### src/rtl/neuron_sequencer_pkg.sv
// Shared types and constants for the neuron sequencer: FSM state encoding,
// result width, saturation bounds and the ReLU helper.
package neuron_pkg;

    typedef enum logic [2:0] {
        IDLE  = 3'd0,
        ACCUM = 3'd1,
        BIAS  = 3'd2,
        ACT   = 3'd3,
        OUT   = 3'd4
    } state_e;

    localparam int RELU_W  = 18;
    localparam int SAT_MAX = 131071;
    localparam int SAT_MIN = -131072;

    // Negative inputs (sign bit set) map to zero, everything else passes through.
    function automatic logic [RELU_W-1:0] relu_f(input logic [RELU_W-1:0] val);
        logic [RELU_W-1:0] res;
        if (val[RELU_W-1]) begin
            res = {RELU_W{1'b0}};
        end else begin
            res = val;
        end
        return res;
    endfunction

endpackage

### src/rtl/neuron_sequencer_if.sv
// Stream interface between the input/weight feeder, the neuron sequencer and
// the next layer: start/bias, (x, w) pair stream and the result stream.
interface neuron_sequencer_if #(
    parameter int N_INPUTS = 4,
    parameter int DW       = 9
);
    import neuron_pkg::*;

    localparam int CW = $clog2(N_INPUTS + 1);

    logic                     start;
    logic signed [RELU_W-1:0] bias;
    logic                     in_valid;
    logic                     in_ready;
    logic signed [DW-1:0]     in_x;
    logic signed [DW-1:0]     in_w;
    logic                     out_valid;
    logic                     out_ready;
    logic signed [RELU_W-1:0] out_data;
    logic                     busy;
    logic [CW-1:0]            count;

    modport master (
        output start, bias, in_valid, in_x, in_w, out_ready,
        input  in_ready, out_valid, out_data, busy, count
    );

    modport slave (
        input  start, bias, in_valid, in_x, in_w, out_ready,
        output in_ready, out_valid, out_data, busy, count
    );

endinterface

### src/rtl/neuron_sequencer_relu.sv
// Registered ReLU stage: captures relu(in) on every rising edge, clears on reset.
module relu_stage
    import neuron_pkg::*;
(
    input  logic              clk,
    input  logic              rst,
    input  logic [RELU_W-1:0] in,
    output logic [RELU_W-1:0] out
);

    logic [RELU_W-1:0] out_r;

    // Result register, loaded unconditionally so it follows the frozen accumulator.
    always_ff @(posedge clk) begin
        if (rst) begin
            out_r <= {RELU_W{1'b0}};
        end else begin
            out_r <= relu_f(in);
        end
    end

    assign out = out_r;

endmodule

### src/rtl/neuron_sequencer.sv
// Single-neuron evaluator: shared MAC over N_INPUTS pairs, bias add, clip, ReLU.
// Optional macro NEURON_SAT_EN selects saturating clip instead of wrap-around.
module neuron_sequencer
    import neuron_pkg::*;
#(
    parameter int N_INPUTS = 4,
    parameter int DW       = 9,
    parameter int ACC_W    = 24
) (
    input  logic               clk,
    input  logic               rst,
    neuron_sequencer_if.slave  bus
);

    localparam int CW = $clog2(N_INPUTS + 1);
    localparam int PW = 2 * DW;
    localparam logic [CW-1:0] LAST_IDX = CW'(N_INPUTS - 1);

    state_e                   state_r;
    state_e                   state_s;
    logic signed [ACC_W-1:0]  acc_r;
    logic signed [ACC_W-1:0]  acc_s;
    logic [CW-1:0]            count_r;
    logic [CW-1:0]            count_s;
    logic signed [RELU_W-1:0] bias_r;
    logic signed [RELU_W-1:0] bias_s;
    logic                     in_ready_r;
    logic                     busy_r;
    logic                     out_valid_r;
    logic                     handshake_s;
    logic signed [PW-1:0]     prod_s;
    logic signed [ACC_W-1:0]  prod_ext_s;
    logic signed [ACC_W-1:0]  bias_ext_s;
    logic [RELU_W-1:0]        clip_s;
    logic [RELU_W-1:0]        relu_out_s;

    assign handshake_s = bus.in_valid && in_ready_r;
    assign prod_s      = bus.in_x * bus.in_w;
    assign prod_ext_s  = {{(ACC_W-PW){prod_s[PW-1]}}, prod_s};
    assign bias_ext_s  = {{(ACC_W-RELU_W){bias_r[RELU_W-1]}}, bias_r};

    // Next-state, accumulator, counter and bias-capture logic.
    always_comb begin
        state_s = state_r;
        acc_s   = acc_r;
        count_s = count_r;
        bias_s  = bias_r;
        case (state_r)
            IDLE: begin
                if (bus.start) begin
                    bias_s  = bus.bias;
                    acc_s   = {ACC_W{1'b0}};
                    count_s = {CW{1'b0}};
                    state_s = ACCUM;
                end else begin
                    state_s = IDLE;
                end
            end
            ACCUM: begin
                if (handshake_s) begin
                    acc_s   = acc_r + prod_ext_s;
                    count_s = count_r + CW'(1);
                    if (count_r == LAST_IDX) begin
                        state_s = BIAS;
                    end else begin
                        state_s = ACCUM;
                    end
                end else begin
                    state_s = ACCUM;
                end
            end
            BIAS: begin
                acc_s   = acc_r + bias_ext_s;
                state_s = ACT;
            end
            ACT: begin
                state_s = OUT;
            end
            OUT: begin
                if (bus.out_ready) begin
                    state_s = IDLE;
                end else begin
                    state_s = OUT;
                end
            end
            default: begin
                state_s = IDLE;
            end
        endcase
    end

    // State, datapath and output-flag registers; flags decode the next state so
    // they line up with the state register.
    always_ff @(posedge clk) begin
        if (rst) begin
            state_r     <= IDLE;
            acc_r       <= {ACC_W{1'b0}};
            count_r     <= {CW{1'b0}};
            bias_r      <= {RELU_W{1'b0}};
            in_ready_r  <= 1'b0;
            busy_r      <= 1'b0;
            out_valid_r <= 1'b0;
        end else begin
            state_r     <= state_s;
            acc_r       <= acc_s;
            count_r     <= count_s;
            bias_r      <= bias_s;
            in_ready_r  <= (state_s == ACCUM);
            busy_r      <= (state_s != IDLE);
            out_valid_r <= (state_s == OUT);
        end
    end

`ifdef NEURON_SAT_EN
    localparam logic signed [ACC_W-1:0] SAT_MAX_ACC = ACC_W'(SAT_MAX);
    localparam logic signed [ACC_W-1:0] SAT_MIN_ACC = ACC_W'(SAT_MIN);

    // Saturate the accumulator into the 18-bit signed result range.
    always_comb begin
        if (acc_r > SAT_MAX_ACC) begin
            clip_s = RELU_W'(SAT_MAX);
        end else if (acc_r < SAT_MIN_ACC) begin
            clip_s = RELU_W'(SAT_MIN);
        end else begin
            clip_s = acc_r[RELU_W-1:0];
        end
    end
`else
    // Wrap-around clip: keep the low 18 bits of the accumulator.
    always_comb begin
        clip_s = acc_r[RELU_W-1:0];
    end
`endif

    relu_stage u_relu (
        .clk (clk),
        .rst (rst),
        .in  (clip_s),
        .out (relu_out_s)
    );

    assign bus.in_ready  = in_ready_r;
    assign bus.busy      = busy_r;
    assign bus.out_valid = out_valid_r;
    assign bus.out_data  = relu_out_s;
    assign bus.count     = count_r;

endmodule

### src/flat_wrapper.sv
// flat-port wrapper written by rule: the top's interface ports become plain ports
module neuron_sequencer_flat import neuron_pkg::*;
#(
    parameter int N_INPUTS = 4,
    parameter int DW       = 9,
    parameter int ACC_W    = 24
)
  (clk, rst, bus_start, bus_bias, bus_in_valid, bus_in_x, bus_in_w, bus_out_ready, bus_in_ready, bus_out_valid, bus_out_data, bus_busy, bus_count);
  neuron_sequencer_if #(.N_INPUTS(N_INPUTS), .DW(DW)) bus_i ();
  input  logic clk;
  input  logic rst;
  input wire logic [$bits(bus_i.start)-1:0] bus_start;
  input wire logic [$bits(bus_i.bias)-1:0] bus_bias;
  input wire logic [$bits(bus_i.in_valid)-1:0] bus_in_valid;
  input wire logic [$bits(bus_i.in_x)-1:0] bus_in_x;
  input wire logic [$bits(bus_i.in_w)-1:0] bus_in_w;
  input wire logic [$bits(bus_i.out_ready)-1:0] bus_out_ready;
  output wire logic [$bits(bus_i.in_ready)-1:0] bus_in_ready;
  output wire logic [$bits(bus_i.out_valid)-1:0] bus_out_valid;
  output wire logic [$bits(bus_i.out_data)-1:0] bus_out_data;
  output wire logic [$bits(bus_i.busy)-1:0] bus_busy;
  output wire logic [$bits(bus_i.count)-1:0] bus_count;
  assign bus_i.start = bus_start;
  assign bus_i.bias = bus_bias;
  assign bus_i.in_valid = bus_in_valid;
  assign bus_i.in_x = bus_in_x;
  assign bus_i.in_w = bus_in_w;
  assign bus_i.out_ready = bus_out_ready;
  assign bus_in_ready = bus_i.in_ready;
  assign bus_out_valid = bus_i.out_valid;
  assign bus_out_data = bus_i.out_data;
  assign bus_busy = bus_i.busy;
  assign bus_count = bus_i.count;
  neuron_sequencer #(.N_INPUTS(N_INPUTS), .DW(DW), .ACC_W(ACC_W)) u_core (.clk(clk), .rst(rst), .bus(bus_i));
endmodule
### config.mk
export PLATFORM = sky130hd
export DESIGN_NAME = neuron_sequencer_flat
export DESIGN_NICKNAME = d
export VERILOG_FILES = /design/src/rtl/neuron_sequencer_pkg.sv /design/src/rtl/neuron_sequencer_if.sv /design/src/rtl/neuron_sequencer_relu.sv /design/src/rtl/neuron_sequencer.sv /design/src/flat_wrapper.sv
export SDC_FILE = /design/constraint.sdc
export NUM_CORES = 1
export LEC_CHECK = 0
export BUFFER_PORTS_ARGS = -buffer_cell sky130_fd_sc_hd__buf_2
export CORE_UTILIZATION = 35
export DETAILED_ROUTE_END_ITERATION = 6
export PLACE_DENSITY = 0.52
export SETUP_SLACK_MARGIN = 0.4
export SLEW_MARGIN = 25
export SYNTH_ARGS = -nofsm -noshare
export SYNTH_HDL_FRONTEND = slang
export SYNTH_SLANG_ARGS = --single-unit
### constraint.sdc
create_clock -name clk -period 6.95 [get_ports clk]
set_input_delay 0 -clock clk [delete_from_list [all_inputs] [get_ports clk]]
set_output_delay 0 -clock clk [all_outputs]
set_load 0.01 [all_outputs]
Word-level counts from Yosys, hierarchy flattened
Cells that the tools add are included.
{ "totals": {"output_inout_bits": 24, "regBits": 69} }
{ "op_classes": {"n_eq_ne": 9, "reduce_logical": 9, "mul": 1, "mux": 11, "addsub": 3} }
{ "op_table": {"columns": ["operator", "n"], "rows": [
  ["one-hot mux 24 bit (3 select lines)", 1],
  ["adder 24 x 18 -> 24 bit", 2],
  ["two-way mux 24 bit", 2],
  ["multiplier 9 x 9 -> 18 bit", 1],
  ["one-hot mux 3 bit (5 select lines)", 1],
  ["equality test 3 x 2 -> 1 bit (second input constant)", 3],
  ["two-way mux 3 bit", 3],
  ["equality test 3 x 1 -> 1 bit (second input constant)", 2],
  ["equality test 3 bit (second input constant)", 2],
  ["one-hot mux 3 bit (2 select lines)", 1],
  ["AND reduction 3 bit", 2],
  ["nonzero test 3 bit", 2],
  ["two-way mux 2 bit", 2],
  ["adder 3 x 1 -> 3 bit (second input constant)", 1],
  ["zero test 3 bit", 1],
  ["inequality test 2 x 1 -> 1 bit (second input constant)", 1],
  ["inequality test 2 bit (second input constant)", 1],
  ["AND reduction 2 bit", 1],
  ["nonzero test 2 bit", 1],
  ["OR reduction 2 bit", 1],
  ["logical AND 1 bit", 1],
  ["two-way mux 1 bit", 1]
]} }

Logic depth before layout (Yosys ltp)
Gate-level depths: netlist of run 1.
{ "depth": {"depth_word": 5, "ltp_mapped": 20, "ltp_nobuf": 19} }

By module
Synthesis of run 1 repeated with hierarchy kept, for this count alone.
{ "unflattened": {"cells_unflattened": 775, "area_unflattened_um2": 6769.0} }
{ "by_module_without_submodules": {"columns": ["mod", "area_per_inst_um2", "n_inst", "cells_each"], "rows": [
  ["neuron_sequencer", 6185.9, 1, 735],
  ["relu_stage", 583.1, 1, 40]
]} }

Worst setup path before layout of run 1
No wires, ideal clock.
{ "synth_path": {"path_kind": "input -> register", "start": "in bus_in_w[2]", "end": "reg u_core.acc_r[17]", "arrival_ns": 4.820, "path_stages": 20, "setup_slack_ns": 1.994, "path_cell_list": "clkbuf_1 -> nand2_1 -> fa_1 -> inv_1 -> fa_1 -> inv_1 -> fa_1 -> inv_1 -> fa_1 -> inv_1 -> fa_1 -> inv_1 -> ha_1 -> or3_4 -> or2_0 -> a311oi_2 -> o31a_2 -> a2bb2oi_2 -> mux2i_1 -> o311ai_1"} }
{ "synth_between": {"elab_chain_len": 4} }
{ "synth_rtl": {"columns": ["item", "line_no", "source"], "rows": [
  ["start: declaration", "flat_wrapper.sv:16", "input wire logic [$bits(bus_i.in_w)-1:0] bus_in_w;"],
  ["multiplier 9 x 9 -> 18 bit", "neuron_sequencer.sv:38", "assign prod_s = bus.in_x * bus.in_w;"],
  ["adder 24 x 18 -> 24 bit", "neuron_sequencer.sv:61", "acc_s = acc_r + prod_ext_s;"],
  ["two-way mux 24 bit", "neuron_sequencer.sv:60", "if (handshake_s) begin"],
  ["one-hot mux 24 bit (3 select lines)", "neuron_sequencer.sv:48", "case (state_r)"],
  ["end signal: assignment", "neuron_sequencer.sv:97", "acc_r <= {ACC_W{1'b0}};"],
  ["end signal: assignment", "neuron_sequencer.sv:105", "acc_r <= acc_s;"],
  ["end: declaration", "neuron_sequencer.sv:21", "logic signed [ACC_W-1:0] acc_r;"]
]} }
Every way passes these cells. The select of a mux whose other input is x is not followed.
A chain may end at the register's enable or synchronous reset.

Final worst setup path of run 1
{ "layout_path": {"start": "in bus_in_x[0]", "end": "reg u_core.acc_r[17]"} }
{ "layout_between": {"elab_chain_len": 4} }
{ "layout_rtl": {"columns": ["item", "line_no", "source"], "rows": [
  ["start: declaration", "flat_wrapper.sv:15", "input wire logic [$bits(bus_i.in_x)-1:0] bus_in_x;"],
  ["multiplier 9 x 9 -> 18 bit", "neuron_sequencer.sv:38", null],
  ["adder 24 x 18 -> 24 bit", "neuron_sequencer.sv:61", null],
  ["two-way mux 24 bit", "neuron_sequencer.sv:60", null],
  ["one-hot mux 24 bit (3 select lines)", "neuron_sequencer.sv:48", null]
]} }
Every way passes these cells. The select of a mux whose other input is x is not followed.

==> results of run 1 <==
worst min path at each step:
stage	endpoint	slack, ns	cells past startpoint
finish	u_core.state_r[0]	0.11	3
global route	u_core.state_r[0]	0.16	3
CTS	u_core.state_r[0]	0.1	3
detailed placement	u_core.bias_r[7]	0.25	3
global placement	u_core.bias_r[13]	0.25	3
floorplan	u_core.bias_r[0]	0.14	2
power by group through the flow:
stage / clock network [W] / registers [W] / logic (W)
floorplan: 0 / 0.000433 / 0.00165
global placement: 0 / 0.000451 / 0.00206
detailed placement: 0 / 0.000450 / 0.00204
CTS: 0.000422 / 0.000444 / 0.00208
global route: 0.000441 / 0.000449 / 0.00241
finish: 0.000411 / 0.000442 / 0.00204
cell usage after synthesis, types with 3 or more instances:
cell type	instances
nand2b_1	4
a21oi_1	45
o22ai_1	4
a31oi_1	6
o21a_1	7
nand4b_1	3
nand3_1	9
inv_1	130
a221oi_1	8
a21o_1	6
ha_1	67
a211oi_1	10
and2_1	47
nor2_1	48
o21ai_0	18
xnor2_1	22
fa_1	84
nand4_1	3
and3_1	4
nor2b_1	3
xor2_1	9
o21bai_1	6
clkbuf_1	26
dfxtp_1	62
nand2_1	90
nor3_1	18
cells by family after synthesis:
| kind of cell | count (synthesis) | share of synthesized area (%) |
|---|---|---|
| simple gates | 247 | 17.8 |
| buf+inv | 161 | 8.98 |
| fa+ha+maj | 151 | 37.1 |
| compound gates | 138 | 13.6 |
| flops | 62 | 18.3 |
| xor+xnor | 31 | 4.00 |
| other cells | 1 | 0.0553 |
| mux | 1 | 0.148 |
stage by stage:
stage | cell area, um2 | hold slack (ns) | util [%] | instances | total power (W)
2_1_floorplan | 6780 | 0.136 | - | 792 | 0.00208
3_3_place_gp | 7340 | 0.247 | 39.0 | 1089 | 0.00251
3_5_place_dp | 7340 | 0.249 | 39.0 | 1089 | 0.00250
4_1_cts | 7800 | 0.0977 | 41.4 | 1124 | 0.00294
5_1_grt | 7810 | 0.163 | 41.5 | 1124 | 0.00330
6_report | 7810 | 0.105 | 41.5 | 1124 | 0.00290
flip-flops by register name, summed over array words and instances, names as in the netlist:
name	cells
u_core.acc_r	18
u_core.bus.in_ready	1
u_core.bus.count	3
u_core.bus.out_valid	1
u_core.u_relu.out	17
u_core.state_r	3
u_core.bias_r	18
u_core.bus.busy	1
worst max-delay path: cells and delay by family:
family                   cells  cell delay (ns)
adder cells (fa/ha/maj)      6             2.92
AO/OA/AOI/OAI                4             0.84
AND/OR/NAND/NOR              3             0.78
buffers and inverters        4             0.32
multiplexers                 1             0.20
per-layer routing:
layer  wire length [um]  track usage (%)
met3                591             2.58
met5                  0                0
met4                271             5.43
met1               8040             25.5
met2               6960             27.5
final cells by class:
cell class	count	area share [%]
flip-flops and latches	62	15.9
clock inverters	5	0.449
clock buffers	11	3.11
repair buffers	86	6.86
multi-input cells	569	63.2
well taps	260	4.17
inverters	131	6.30
placed cells by master, fill, tap and decap left out, types with 3 or more instances in the layout:
cell           Yosys  final
buf_2              1     63
nand2b_1           4      4
nand2_1           90     90
xnor2_1           22     22
nand4b_1           3      3
dlygate4sd3_1      0     19
a221oi_1           8      8
nand3_1            9      9
nand4_1            3      3
clkbuf_16          0      9
and3_1             4      4
o22ai_1            4      4
fa_1              84     84
inv_1            130    130
dfxtp_1           62     62
a211oi_1          10     10
a21oi_1           45     45
buf_4              1      4
xor2_1             9      9
o21bai_1           6      6
o21ai_0           18     18
nor2b_1            3      3
o21a_1             7      7
a31oi_1            6      6
nor3_1            18     18
nor2_1            48     47
and2_1            47     47
clkinvlp_4         0      4
a21o_1             6      6
ha_1              67     67
==> impl_results.md, run 1 <==
* Starting Density at 36.0%
* Fraction of registers with async set/reset at 0%
* Input/output buffers at between 60 and 70
* Number of fill cells at between 1500 and 2000
* Synth Area per Inst at 8.57 um2
* GRT overflow at 0
* Final worst slack at 2.09 ns
* CTS tree: built
* Inserted Clock Buffers at 9
* FP Rows at 50
* I/O pins at 65
* Register area share after synthesis at a little under a fifth
* Setup_tns at 0 ns
* Power share of the sequential group at between 10% and 20%
* Pwr Density at ~370 nW/um2
* DR pass1 iterations at 4
* Crit-path cells: buf_2 > nand2b_1 > fa_1 > fa_1 > inv_1 > fa_1 > fa_1 > inv_1 > fa_1 > inv_1 > ha_1 > or3_4 > or2_0 > a311oi_2 > o31a_2 > a2bb2oi_2 > mux2i_1 > o311ai_1
* Sink Count at 62
* Vias in the first global route at 5472
* Highest clock rate at slightly above 200 MHz
* H-Tree Depth at 3
* DR WL/cell at approximately 14 um
* FF+latch count, synth at 62
* Area of the multi-input gates at 4940 um2
* Max transition margin at 43.8%
* Register area at 1240 um2
* Leak at around 3.8 nW
* Peak per-stage delay on the critical path at around 0.55 ns
* Worst skew pair latency at roughly 0.34 ns
* Critical Path AT at a little over 5 ns
* Clk pwr share at 14.2%
* Routability cong. at 0.833
* Share of cells above drive strength 1 at about 11%
* Worst Reg-to-Reg Cells at 15
* Synthesized Nets at between 900 and 1000
* DR vias/cell at roughly 4.8
* Root Buffer Master: clkbuf_16
* CP max-delay cell: fa_1
* Sw frac at between 40% and 50%
* Dpl ws at between 1.5 and 2 ns
* Outcome: complete, no violations
* Syn Std Cell Area at 6780 um2
* Global-route usage over all layers at between 10% and 20%
* Element type at the critical path end: register
* Hold Violations, Final at 0
* Antenna violations before repair at 0
* Pin count of the biggest net entering global routing at 50
* Post-synth EDFFs at 0
* Worst R2R Setup Slack at approximately 2.8 ns
* Maximum clock path buffer count at 2
* Layout area overhead at 15.1%
* Crit share post-route at a little over two thirds
* Endpoints failing setup at 0
* WS Path Type: in2reg
* Yosys warns at 0
* Internal at roughly 0.0015 W
* PostCTS Resize Cnt at 0
* Die area at 19900 um2
* First-pass GRT wire length at 27800 um
* Core area at approximately 19000 um2
* Min-delay src: bus_start
* Clock-pin slew on the worst setup and hold paths at 0.06 ns
* Max VDD drop at 184 uV
* Synth Instances at 792
* ANT nets after route at 0
* Max Clock Skew at between 0.008 and 0.009 ns
* Hold-fix buffers, CTS at 19
* Routed vias at approximately 5300
* Library cells used by synthesis at 65
* Final wirelength at approximately 16000 um
* Die span in y at ~140 um
* CP Launch Type: primary input
* Area fraction of the dominant cell type after synthesis at roughly 25%
* Fin nets at around 1100
* Min Clock Period, post-route at slightly below 5 ns
* Crit path capture: u_core.acc_r[17]
* Max cap viols at 0
* Sw Pwr at around 0.0014 W
* Antenna cells at 0
* Crit Reg-Reg Startpoint: u_core.acc_r[8]
* CP Launch Point: bus_in_x[0]
* DPL Wire Length at about 13000 um
* Cell repeated most along the worst path: fa_1
* Crit-path max FO at 9
* DRT iter0 DRCs at between 200 and 250
* Unrepaired setup endpoints after global routing: no
* Pins over their slew limit at 0
* # Post-CTS Setup Buffers at 0
* Combinational cell fraction of total power at 70.5%
* Post-synth top area cell: fa_1
* Main synth FF type: dfxtp_1
* R2R Path End: u_core.acc_r[17]
* Critical Path RT at between 7 and 8 ns
* DRC violations left at 0
* Die width at approximately 140 um
* Top cells by area, synth: fa_1 25%, dfxtp_1 18%, ha_1 12%
* Class of the worst hold path: in2reg
* Worst slew pin tran at ~0.84 ns
Note: power is estimated with default switching activity, not from simulation.
==> run 2, diff against run 1 <==
Settings changed: PLACE_DENSITY 0.52 to 0.54.
Clock period 6.95 ns to 4 ns, I/O delays scaled along.
==> run 2 against run 1 <==
Net effect: the run now ends with negative setup slack left; first-iteration DRC count is 13% lower; design area is 18% higher; clock power is 87% higher; core utilization is 7.6 points higher; worst setup slack worse by 2.6 ns; sequential power is 73% higher; critical endpoint is now u_core.acc_r[13].
==> impl_results.md, run 2 (synthesis results as in run 1) <==
* Endpoints failing setup at 9
* Clk pwr share at between 10% and 20%
* Highest clock rate at 224 MHz
* Fin nets at roughly 1200
* Most frequent cells in the layout: 117 x inv_1, 87 x buf_4, 83 x nand2_1, 81 x fa_1, 62 x dfxtp_1
* Worst slew pin tran at about 0.81 ns
* Core area at ~19000 um2
* Critical Path RT at 4.25 ns
* Routed vias at ~5800
* Final worst slack at -0.464 ns
* Element type at the critical path end: register
* Family with the most delay on the worst path: adder cells
* Unrepaired setup endpoints after global routing: yes
* CTS tree: built
* Final cell count without fillers at 1223
* Input/output buffers at 63
* Root Buffer Master: clkbuf_16
* Die width at between 100 and 150 um
* Placed insts at between 1000 and 1500
* Pin count of the biggest net entering global routing at 50
* Max Clock Skew at 0.0111 ns
* Inserted Clock Buffers at 9
* Class of the worst hold path: in2reg
* I/O pins at 65
* Cell repeated most along the worst path: fa_1
* DR vias/cell at 4.71
* Hold Violations, Final at 0
* Fin area at approximately 9200 um2
* DR pass1 iterations at 4
* ANT nets after route at 0
* Min Clock Period, post-route at between 4 and 5 ns
* Layout area overhead at 36.2%
* Starting Density at between 30% and 40%
* Crit-path max FO at 3
* Pins over their slew limit at 0
* Critical path buffers and inverters at 6
* Sw frac at 43.2%
* Max cap viols at 0
* Fin util at a little under 50%
* H-Tree Depth at 3
* Antenna violations before repair at 0
* Global-route usage over all layers at between 10% and 20%
* Most common cell after layout, fill and taps aside: inv_1
* Clock-pin slew on the worst setup and hold paths at around 0.06 ns
* Leak at roughly 4.4 nW
* Die span in y at between 100 and 150 um
* Number of fill cells at between 1500 and 2000
* Worst skew pair latency at approximately 0.33 ns
* Combinational cell fraction of total power at between 70% and 80%
* Routability cong. at 0.862
* Pwr Total at roughly 0.0074 W
* CP Launch Type: primary input
* Peak per-stage delay on the critical path at approximately 0.53 ns
* CP max-delay cell: fa_1
* Maximum clock path buffer count at 2
* Die area at between 15000 and 20000 um2
* DRT iter0 DRCs at between 200 and 250
* GRT overflow at 0
* Pwr Density at 797 nW/um2
* WS Path Type: in2reg
* Max transition margin at a little under half
* Final hold slack at around 0.12 ns
* Failing checks: negative setup slack
* Max VDD drop at 581 uV
* Antenna cells at 0
* Share of cells above drive strength 1 at about 28%
* First-pass GRT wire length at 29700 um
* Crit share post-route at 112%
* Sw Pwr at 0.00318 W
* DPL Wire Length at 13600 um
* Final wirelength at ~17000 um
* Critical Path AT at about 4.7 ns
* Power share of the sequential group at 10.4%
* Placed Area at roughly 8100 um2
* DRC violations left at 0
* DR WL/cell at roughly 14 um
* Internal at roughly 0.0042 W
* Vias in the first global route at ~5900
* Outcome: finished with violations
* Sink Count at 62
* Crit-path cells: buf_8 > and2_4 > fa_1 > inv_1 > fa_1 > inv_2 > fa_1 > fa_1 > inv_1 > fa_1 > inv_2 > ha_4 > or3_4 > or2_1 > a311oi_2 > o31a_2 > buf_6 > xnor2_4 > a22oi_2 > a211oi_2
* FP Rows at 50
## run 2: cell count changes in the layout (fill, tap and decap cells not counted), sizes merged
cell	delta
clkinv	+3
bufinv	+1
buf	+98
clkinvlp	-3
## run 2: repair_timing
item,CTS,global route
gates resized for setup,91,27
setup buffers,16,3
pin swaps,69,18
hold buffers,19,0
setup endpoints to repair,13,13
hold endpoints to repair,20,0
## run 2: worst min-delay path, delay by kind of cell
| family | cells | cell delay, ns |
|---|---|---|
| AOI/OAI and AO/OA | 2 | 0.28 |
| buffers and inverters | 1 | 0.12 |
## run 2: cell type report
cell class	count	area (um2)	share of cell area (%)
Clock buffer	10	229	2.48
Tap cell	260	325	3.52
Timing Repair Buffer	185	1450	15.6
Sequential cell	62	1240	13.4
Multi-Input combinational cell	569	5430	58.8
Inverter	131	493	5.34
Clock inverter	6	72.6	0.785
## run 2: path summary, 6_finish.rpt
kind | from | end | slack, ns | cells after the start
setup / recovery | bus_in_w[3] | u_core.acc_r[13] | -0.46 | 20
hold / removal | bus_start | u_core.state_r[0] | 0.12 | 3
setup reg to reg | u_core.acc_r[8] | u_core.acc_r[13] | 0.04 | 16
hold reg to reg | u_core.bias_r[14] | u_core.bias_r[14] | 0.46 | 2
## run 2: per-layer routing
| layer | global-route usage (%) | vias to the layer above | share of wire (%) |
|---|---|---|---|
| met5 | 0 | - | 0 |
| met4 | 3.95 | 0 | 0.81 |
| met3 | 1.56 | 8 | 3.0 |
| met2 | 30.4 | 91 | 47 |
| met1 | 26.9 | 2744 | 50 |
| li1 | - | 2921 | - |
## run 2: through the flow
| stage | TNS, ns | setup WS [ns] |
|---|---|---|
| 6_report | -2.76 | -0.464 |
| 5_1_grt | -4.54 | -0.680 |
| 4_1_cts | -3.00 | -0.487 |
| 3_5_place_dp | -7.56 | -0.937 |
| 3_3_place_gp | -7.96 | -0.984 |
| 2_1_floorplan | -3.44 | -0.632 |
## run 2: power groups by stage
stage          sequential (W)  clock (W)  combinational [W]
2_1_floorplan        0.000752          0            0.00319
3_3_place_gp         0.000777          0            0.00465
3_5_place_dp         0.000776          0            0.00465
4_1_cts              0.000764   0.000787            0.00556
5_1_grt              0.000772   0.000815            0.00649
6_report             0.000763   0.000770            0.00583
